==> config.mk <==
export PLATFORM = sky130hd
export DESIGN_NAME = bus_slot_arbiter
export DESIGN_NICKNAME = d
export VERILOG_FILES = /design/src/rtl/bus_pkg.sv /design/src/rtl/rr_arbiter.sv /design/src/rtl/bus_slot_arbiter.sv
export SDC_FILE = /design/constraint.sdc
export NUM_CORES = 1
export LEC_CHECK = 0
export BUFFER_PORTS_ARGS = -buffer_cell sky130_fd_sc_hd__buf_2
export CORE_MARGIN = 1.5
export CORE_UTILIZATION = 35
export CTS_CLUSTER_DIAMETER = 120
export DETAILED_ROUTE_END_ITERATION = 10
export HOLD_SLACK_MARGIN = 0.05
export PLACE_DENSITY = 0.66
export SLEW_MARGIN = 25
export SYNTH_ARGS = -nofsm -noshare
export SYNTH_HDL_FRONTEND = slang
export SYNTH_HIERARCHICAL = 1
export SYNTH_SLANG_ARGS = --single-unit
==> constraint.sdc <==
create_clock -name clk_sys_i -period 2.2 [get_ports clk_sys_i]
set_clock_uncertainty 0.15 [all_clocks]
set_input_delay 0.44 -clock clk_sys_i [delete_from_list [all_inputs] [get_ports clk_sys_i]]
set_output_delay 0.44 -clock clk_sys_i [all_outputs]
set_load 0.01 [all_outputs]
==> src/rtl/bus_pkg.sv <==
// Shared definitions for the PET system-bus slot arbiter.
// Slot phase offsets are relative to the slot start or end.
package bus_pkg;

  localparam int STRB_START   = 2;
  localparam int STRB_END_OFS = 2;
  localparam int CAP_OFS      = 2;
  localparam int RDY_OFS      = 1;

  localparam logic [3:0] VRAM_BASE = 4'h8;

  typedef enum logic {
    VRAM_40COL = 1'b0,
    VRAM_80COL = 1'b1
  } vram_mode_t;

  typedef enum logic [1:0] {
    ST_IDLE,
    ST_CPU,
    ST_REQ
  } slot_state_t;

endpackage

==> src/rtl/rr_arbiter.sv <==
// Round-robin pick: first set request at or above ptr, with wrap.
// Purely combinational.
module rr_arbiter #(
  parameter int NUM_CH = 2,
  localparam int IW = (NUM_CH > 1) ? $clog2(NUM_CH) : 1
) (
  input  logic [NUM_CH-1:0] req,
  input  logic [IW-1:0]     ptr,
  output logic [IW-1:0]     idx,
  output logic              found
);

  int c;

  // Walk downward so the lowest offset from ptr wins.
  always_comb begin
    idx   = '0;
    found = 1'b0;
    c     = 0;
    for (int i = NUM_CH - 1; i >= 0; i--) begin
      c = int'(ptr) + i;
      if (c >= NUM_CH) c = c - NUM_CH;
      if (req[c[IW-1:0]]) begin
        idx   = c[IW-1:0];
        found = 1'b1;
      end
    end
  end

endmodule

==> src/rtl/bus_slot_arbiter.sv <==
// Time-slot arbiter for the shared PET bus: slot 0 is the 6502,
// the other slots go round-robin to handshaked requesters.
module bus_slot_arbiter
  import bus_pkg::*;
#(
  parameter int NUM_CH      = 2,
  parameter int FRAME_SLOTS = 2,
  parameter int SLOT_CYCLES = 8,
  parameter int ADDR_W      = 17,
  parameter int DATA_W      = 8
) (
  input  logic                          clk_sys_i,
  input  logic                          reset_i,
  input  logic [NUM_CH-1:0]             req_valid_i,
  input  logic [NUM_CH-1:0]             req_rw_ni,
  input  logic [NUM_CH-1:0][ADDR_W-1:0] req_addr_i,
  input  logic [NUM_CH-1:0][DATA_W-1:0] req_data_i,
  output logic [NUM_CH-1:0]             req_ready_o,
  output logic [DATA_W-1:0]             rd_data_o,
  input  logic [DATA_W-1:0]             bus_data_i,
  output logic [ADDR_W-1:0]             bus_addr_o,
  output logic [DATA_W-1:0]             bus_data_o,
  output logic                          bus_addr_oe_o,
  output logic                          bus_data_oe_o,
  output logic                          bus_rw_no,
  input  logic [ADDR_W-1:0]             cpu_addr_i,
  input  logic                          cpu_rw_ni,
  input  logic                          cpu_ready_i,
  input  logic                          cpu_wp_i,
  input  logic                          vram_mode_i,
  output logic                          clk_cpu_o,
  output logic                          cpu_en_o,
  output logic [1:0]                    ram_addr_o,
  output logic                          ram_oe_no,
  output logic                          ram_we_no,
  output logic [3:0]                    grant_o
);

  localparam int CW = $clog2(SLOT_CYCLES);
  localparam int SW = $clog2(FRAME_SLOTS);
  localparam int IW = (NUM_CH > 1) ? $clog2(NUM_CH) : 1;

  logic [CW-1:0]     cyc, cyc_nx;
  logic [SW-1:0]     slot, slot_nx;
  logic [IW-1:0]     rr, owner, arb_idx;
  logic [NUM_CH-1:0] arb_req;
  logic              arb_found, cyc_last, in_win;
  slot_state_t       st, st_nx;
  vram_mode_t        vmode;
  logic              unused_ok;

  assign vmode     = vram_mode_t'(vram_mode_i);
  assign cpu_en_o  = clk_cpu_o & cpu_ready_i;
  assign unused_ok = ^cpu_addr_i;

  // The channel acked this cycle must not be re-granted on the same edge.
  assign arb_req = req_valid_i & ~req_ready_o;

  rr_arbiter #(.NUM_CH(NUM_CH)) u_arb (
    .req   (arb_req),
    .ptr   (rr),
    .idx   (arb_idx),
    .found (arb_found)
  );

  always_comb begin
    cyc_last = int'(cyc) == SLOT_CYCLES - 1;
    cyc_nx   = cyc_last ? '0 : cyc + 1'b1;
    slot_nx  = (int'(slot) == FRAME_SLOTS - 1) ? '0 : slot + 1'b1;
    in_win   = int'(cyc_nx) >= STRB_START &&
               int'(cyc_nx) <= SLOT_CYCLES - STRB_END_OFS;
    if (slot_nx == '0)  st_nx = ST_CPU;
    else if (arb_found) st_nx = ST_REQ;
    else                st_nx = ST_IDLE;
  end

  always_ff @(posedge clk_sys_i) begin
    if (reset_i) begin
      cyc           <= '0;
      slot          <= '0;
      rr            <= '0;
      owner         <= '0;
      st            <= ST_IDLE;
      grant_o       <= '0;
      clk_cpu_o     <= 1'b0;
      ram_oe_no     <= 1'b1;
      ram_we_no     <= 1'b1;
      bus_addr_oe_o <= 1'b0;
      bus_data_oe_o <= 1'b0;
      bus_rw_no     <= 1'b1;
      bus_addr_o    <= '0;
      bus_data_o    <= '0;
      req_ready_o   <= '0;
      rd_data_o     <= '0;
    end else begin
      cyc         <= cyc_nx;
      req_ready_o <= '0;
      ram_oe_no   <= 1'b1;
      ram_we_no   <= 1'b1;
      if (cyc_last) begin
        slot          <= slot_nx;
        st            <= st_nx;
        clk_cpu_o     <= st_nx == ST_CPU;
        bus_addr_oe_o <= st_nx == ST_REQ;
        bus_data_oe_o <= 1'b0;
        bus_rw_no     <= 1'b1;
        grant_o       <= '0;
        if (st_nx == ST_REQ) begin
          owner         <= arb_idx;
          rr            <= (int'(arb_idx) == NUM_CH - 1) ?
                           '0 : arb_idx + 1'b1;
          grant_o       <= 4'(arb_idx) + 4'd1;
          bus_addr_o    <= req_addr_i[arb_idx];
          bus_data_o    <= req_data_i[arb_idx];
          bus_rw_no     <= req_rw_ni[arb_idx];
          bus_data_oe_o <= !req_rw_ni[arb_idx];
        end
      end
      if (st == ST_CPU && cpu_ready_i) begin
        ram_oe_no <= !(in_win && cpu_rw_ni);
        ram_we_no <= !(in_win && !cpu_rw_ni && !cpu_wp_i);
      end else if (st == ST_REQ) begin
        ram_oe_no <= !(in_win && bus_rw_no);
        ram_we_no <= !(in_win && !bus_rw_no);
      end
      if (st == ST_REQ) begin
        if (int'(cyc) == SLOT_CYCLES - CAP_OFS && bus_rw_no)
          rd_data_o <= bus_data_i;
        if (int'(cyc_nx) == SLOT_CYCLES - RDY_OFS)
          req_ready_o[owner] <= 1'b1;
      end
    end
  end

  // Video RAM mirroring only applies to 6502 accesses.
  always_comb begin
    ram_addr_o = bus_addr_o[11:10];
    if (st != ST_REQ) begin
      ram_addr_o = cpu_addr_i[11:10];
      if (cpu_addr_i[15:12] == VRAM_BASE)
        ram_addr_o = (vmode == VRAM_80COL) ?
                     {1'b0, cpu_addr_i[10]} : 2'b00;
    end
  end

endmodule

==> flow_metrics.tcl, run 1 <==
set metrics [dict create \
    wl_per_cell_um 12.4 \
    route.detailed.drc 0 \
    grt_pass1_wl_um 9340 \
    cts_buffers 5 \
    clockRootBuffer "clkbuf_8" \
    die_w_um 84.2 \
    ys_seq_area_share_pct 43.4 \
    required_ns 1.61 \
    endpoint_kind "primary output" \
    max_freq_ghz 0.495 \
    setup_viol 0 \
    antenna_found_initial 0 \
    timing_worst_setup_path_type "input pin to primary output" \
    cts_tree "built" \
    final_area_mm2 0.00308 \
    setup-tns-final_ns 0 \
    synthTopCellsByArea "dfxtp_1, a211oi_2, mux2i_1, nor2_1, a21oi_1" \
    grt_use_met3_pct 2.85 \
    async_reset_ff_share_pct 0 \
    overflow 0 \
    synth_edf_count 0 \
    slew_violations 0 \
    die_h_um 84.2 \
    grt_pass1_vias 2075 \
    syn_area_per_cell_um2 9.74 \
    power_density_mw_per_mm2 567 \
    drv_cap 0 \
    syn-cell-area_mm2 0.00231 \
    critPathArrivalTime_ns 1.43 \
    peakVddDrop_mv 0.260 \
    diodes 0 \
    gr-usage-met2_pct 28.6 \
    synth_cell_types 34 \
    drt-pass1-iter-count 4 \
    io_buffer_count 119 \
    area_growth_pct 33.4 \
    hold_class "input pin to register" \
    regArea_mm2 0.00100 \
    dr.first_iter.drc_count 68 \
    finalHoldViolations 0 \
    netlist.area_leader.share_pct 43.4 \
    clk_latency_ns 0.29 \
    ant_nets 0 \
    cts.sink_count 50 \
    multi_input_area_mm2 0.00118 \
    status "finished clean" \
    final_nets 439 \
    initial_core_util_pct 36.4 \
    fillCellCount 628 \
    clkTransAtPathRegs_ns 0.09 \
    fin_crit_ns 2.02 \
    wirelength_um 5330 \
    core-area_mm2 0.00635 \
    place_hpwl_um 4000 \
    busiest_layer "met2" \
    rsz0062_at_grt "no" \
    num_rows 29 \
    place_congestion 0.712 \
    clock_path_buffers 2 \
    grtUsageTotal_pct 16.0 \
    p_leak_uw 0.00135 \
    die_area_mm2 0.00709 \
    grt_max_degree 35 \
    ios 133 \
    postPlaceCellArea_mm2 0.00297 \
    postCtsHoldBufs 0 \
    critPathMaxFanout 2 \
    period_share_pct 91.9 \
    vias 2112 \
    htree_levels 2 \
    layout-drive-gt1-share_pct 45.2 \
    yosysTopAreaCell "dfxtp_1" \
    ys_ff_latch 50 \
    worstSetupStartpointType "input pin" \
    ys.flop_type "dfxtp_1" \
    drt-vias-per-instance 4.92 \
    grt_util_met1_pct 19.3 \
    synth_cells 237 \
    yosysWarnings 6 \
]
-- cell type report --
cell class	instances	area share (%)
repair buffers	125	22.0
inverters	3	0.366
well taps	77	3.13
clock inverters	3	1.30
multi-input cells	166	38.5
flip-flops and latches	50	32.5
clock buffers	5	2.23
-- cell families after synthesis --
group,share of synthesized area (%)
AOI/OAI and AO/OA,21.0
xor gates and xnor gates,0.759
adders and majority gates,1.63
buffers and inverters,6.12
DFF,43.4
muxes,11.3
other,0.162
and+or+nand+nor,15.7
-- through the flow --
step	cells	hold slack (ns)	setup slack, ns	utilization [%]	power [µW]
after floorplan	238	0.286	0.367	-	1050
after global placement	421	0.293	0.167	46.8	1140
after detailed placement	421	0.296	0.155	46.8	1150
after CTS	429	0.221	0.0850	48.5	1780
after global routing	429	0.237	0.0739	48.5	1840
final	429	0.236	0.178	48.5	1750
-- power breakdown --
group | switching (µW) | internal [µW] | total [µW]
logic | 102 | 99.5 | 201
clock network | 289 | 335 | 624
registers | 9.41 | 913 | 922
total | 401 | 1350 | 1750
-- worst max-delay path: stages --
cell and delay, ns:
buf_2 0.09, or4b_1 0.53, o21ai_0 0.14, o21ai_0 0.08
buf_2 0.15
-- cell usage after synthesis (5+ instances only) --
master,number
mux2i_1,26
nand2_1,10
a211oi_2,22
dfxtp_1,50
buf_6,5
a21oi_1,18
buf_2,5
nand3_1,10
nor2_1,34
o21ai_0,13
-- metal layers --
metal | vias up | wire [µm]
li1 | 1068 | -
met1 | 974 | 2330
met2 | 62 | 2650
met3 | 8 | 254
met4 | 0 | 93
met5 | - | 0
-- registers in the layout, indices dropped and copies added, names as in the netlist --
name / cells
st: 1
bus_addr_o: 17
bus_addr_oe_o: 1
bus_data_oe_o: 1
rd_data_o: 8
bus_rw_no: 1
clk_cpu_o: 1
ram_we_no: 1
rr: 1
grant_o: 2
slot: 1
bus_data_o: 8
owner: 1
ram_oe_no: 1
cyc: 3
req_ready_o: 2
-- path summary, 6_finish.rpt --
path	end	slack (ns)	cells past startpoint	start
max	ram_addr_o[0]	0.18	5	cpu_addr_i[13]
min	rd_data_o[2]	0.24	3	bus_data_i[2]
max reg2reg	bus_addr_o[10]	0.39	5	cyc[0]
min reg2reg	grant_o[1]	0.32	2	grant_o[1]
-- what timing repair did --
item / in CTS / in global routing
setup buffers: 0 / 0
endpoints found under the setup margin: 0 / 2
gates resized for setup: 0 / 1
-- cell usage in the layout (no fill, tap or decap), types with 4 or more instances in the layout --
master,n
o21ai_0,13
clkbuf_8,5
mux2i_1,26
buf_2,119
dfxtp_1,50
a211oi_2,22
a21oi_1,18
nand2_1,10
nor2_1,34
nand3_1,10
a211oi_1,4
Note: power is estimated with default switching activity, not from simulation.
==> inputs of run 2 (changes only) <==
--- a/config.mk
+++ b/config.mk
@@ -12,6 +12,8 @@
 export DETAILED_ROUTE_END_ITERATION = 10
 export HOLD_SLACK_MARGIN = 0.05
 export PLACE_DENSITY = 0.66
+export REMOVE_ABC_BUFFERS = 1
+export SETUP_SLACK_MARGIN = 0.4
 export SLEW_MARGIN = 25
 export SYNTH_ARGS = -nofsm -noshare
 export SYNTH_HDL_FRONTEND = slang
==> flow_metrics.tcl, run 2 (synthesis gave the netlist of run 1 again) <==
set metrics [dict create \
    drt-vias-per-instance 4.92 \
    die_h_um 84.2 \
    endpoint "ram_addr_o[0]" \
    antenna_found_initial 0 \
    setup_viol 0 \
    final_nets 440 \
    place_hpwl_um 4000 \
    layout-drive-gt1-share_pct 47.2 \
    final_area_mm2 0.00317 \
    num_rows 29 \
    worstSetupStartpoint "cpu_addr_i[13]" \
    dr.first_iter.drc_count 63 \
    hold_class "input pin to register" \
    rsz0062_at_grt "yes" \
    drt-pass1-iter-count 4 \
    timing_worst_setup_path_type "input pin to primary output" \
    regArea_mm2 0.00100 \
    worstRegToRegCells 5 \
    worst_pin_slew_ns 0.574 \
    endpoint_kind "primary output" \
    area_growth_pct 37.4 \
    period_share_pct 90.4 \
    cts_buffers 5 \
    cpMaxStageDelayCell "or4b_4" \
    diodes 0 \
    grt_pass1_vias 1954 \
    peakVddDrop_mv 0.246 \
    grtUsageTotal_pct 15.1 \
    place_congestion 0.770 \
    critPathArrivalTime_ns 1.40 \
    ios 133 \
    worstSetupStartpointType "input pin" \
    power_density_mw_per_mm2 563 \
    max_slew_margin_pct 61.7 \
    final_common_cell "buf_2" \
    htree_levels 2 \
    critPathMaxFanout 2 \
    postCtsHoldBufs 0 \
    fillCellCount 622 \
    mostFrequentLayoutCells "buf_2, dfxtp_1, nor2_1" \
    reg_top3 "bus_addr_o: 17 flops, bus_data_o: 8 flops, rd_data_o: 8 flops" \
    finalHoldViolations 0 \
    r2r_slack_ns 0.52 \
    wirelength_um 5440 \
    clkTransAtPathRegs_ns 0.09 \
    regMostFlops "bus_addr_o" \
    required_ns 1.61 \
    vias 2110 \
    max_freq_ghz 0.503 \
    ant_nets 0 \
    route.detailed.drc 0 \
    io_buffer_count 119 \
    slowest_delay_ns 0.54 \
    slew_violations 0 \
    die_w_um 84.2 \
    overflow 0 \
    clock_path_buffers 2 \
    r2r-start "cyc[1]" \
    clockRootBuffer "clkbuf_8" \
    crit_chain "buf_6 > or4b_4 > o21ai_2 > o21ai_1 > buf_2" \
    initial_core_util_pct 36.4 \
    status "finished clean" \
    p_leak_uw 0.00137 \
    clk_latency_ns 0.30 \
    largest_reg_flops 17 \
    die_area_mm2 0.00709 \
    drv_cap 0 \
    worstReg2RegEnd "bus_data_o[3]" \
    fin_crit_ns 1.99 \
    cts_tree "built" \
    setup-tns-final_ns 0 \
    cts.sink_count 50 \
    wl_per_cell_um 12.7 \
    grt_pass1_wl_um 8800 \
    multi_input_area_mm2 0.00122 \
    grt_max_degree 26 \
    core-area_mm2 0.00635 \
    postPlaceCellArea_mm2 0.00298 \
]
-- run 2: through the flow --
step	hold slack, ns	utilization (%)	power (µW)	instances	setup slack (ns)
final	0.234	50.0	1790	429	0.210
after global routing	0.218	50.0	1870	429	0.170
after CTS	0.218	49.4	1810	429	0.199
after detailed placement	0.302	47.0	1150	421	0.0756
after global placement	0.290	47.0	1140	421	0.132
after floorplan	0.280	-	1030	219	-1.27
-- run 2: per-layer routing --
layer  vias up  share of wire (%)  global-route usage [%]
li1       1068                  -                       -
met4         0                1.8                    5.66
met2        73                 49                    26.8
met5         -                  0                       0
met1       962                 43                    17.8
met3         7                5.8                    3.34
-- run 2: critical path: cells and delay by family --
family,cells,cell delay (ns)
buffers and inverters,2,0.23
and+or+nand+nor,1,0.54
AOI/OAI and AO/OA,2,0.19
-- run 2: worst min path at each step --
stage	from	end	slack (ns)	cells past startpoint
after floorplan	rr	rr	0.28	2
final	bus_data_i[7]	rd_data_o[7]	0.23	3
after global routing	bus_data_i[4]	rd_data_o[4]	0.22	3
after global placement	grant_o[1]	grant_o[1]	0.29	2
after CTS	bus_data_i[5]	rd_data_o[5]	0.22	3
after detailed placement	rr	rr	0.30	2
-- run 2: final cells by class --
class | count | area share, %
tap | 77 | 3.04
clock inverter | 1 | 0.947
sequential | 50 | 31.6
inverter | 3 | 0.355
timing repair buffer | 126 | 22.8
multi-input combinational | 166 | 38.6
clock buffer | 6 | 2.60
-- run 2: where the power goes --
part | internal [µW] | leakage [µW] | switching (µW)
clock network | 364 | 0.0000573 | 286
registers | 913 | 0.000404 | 12.0
logic | 107 | 0.000909 | 103
-- run 2: what timing repair did --
action	in CTS	in global routing
pin swaps	4	4
endpoints found under the setup margin	27	8
endpoints found under the hold margin	0	0
gates resized for setup	9	7
buffers inserted	1	0
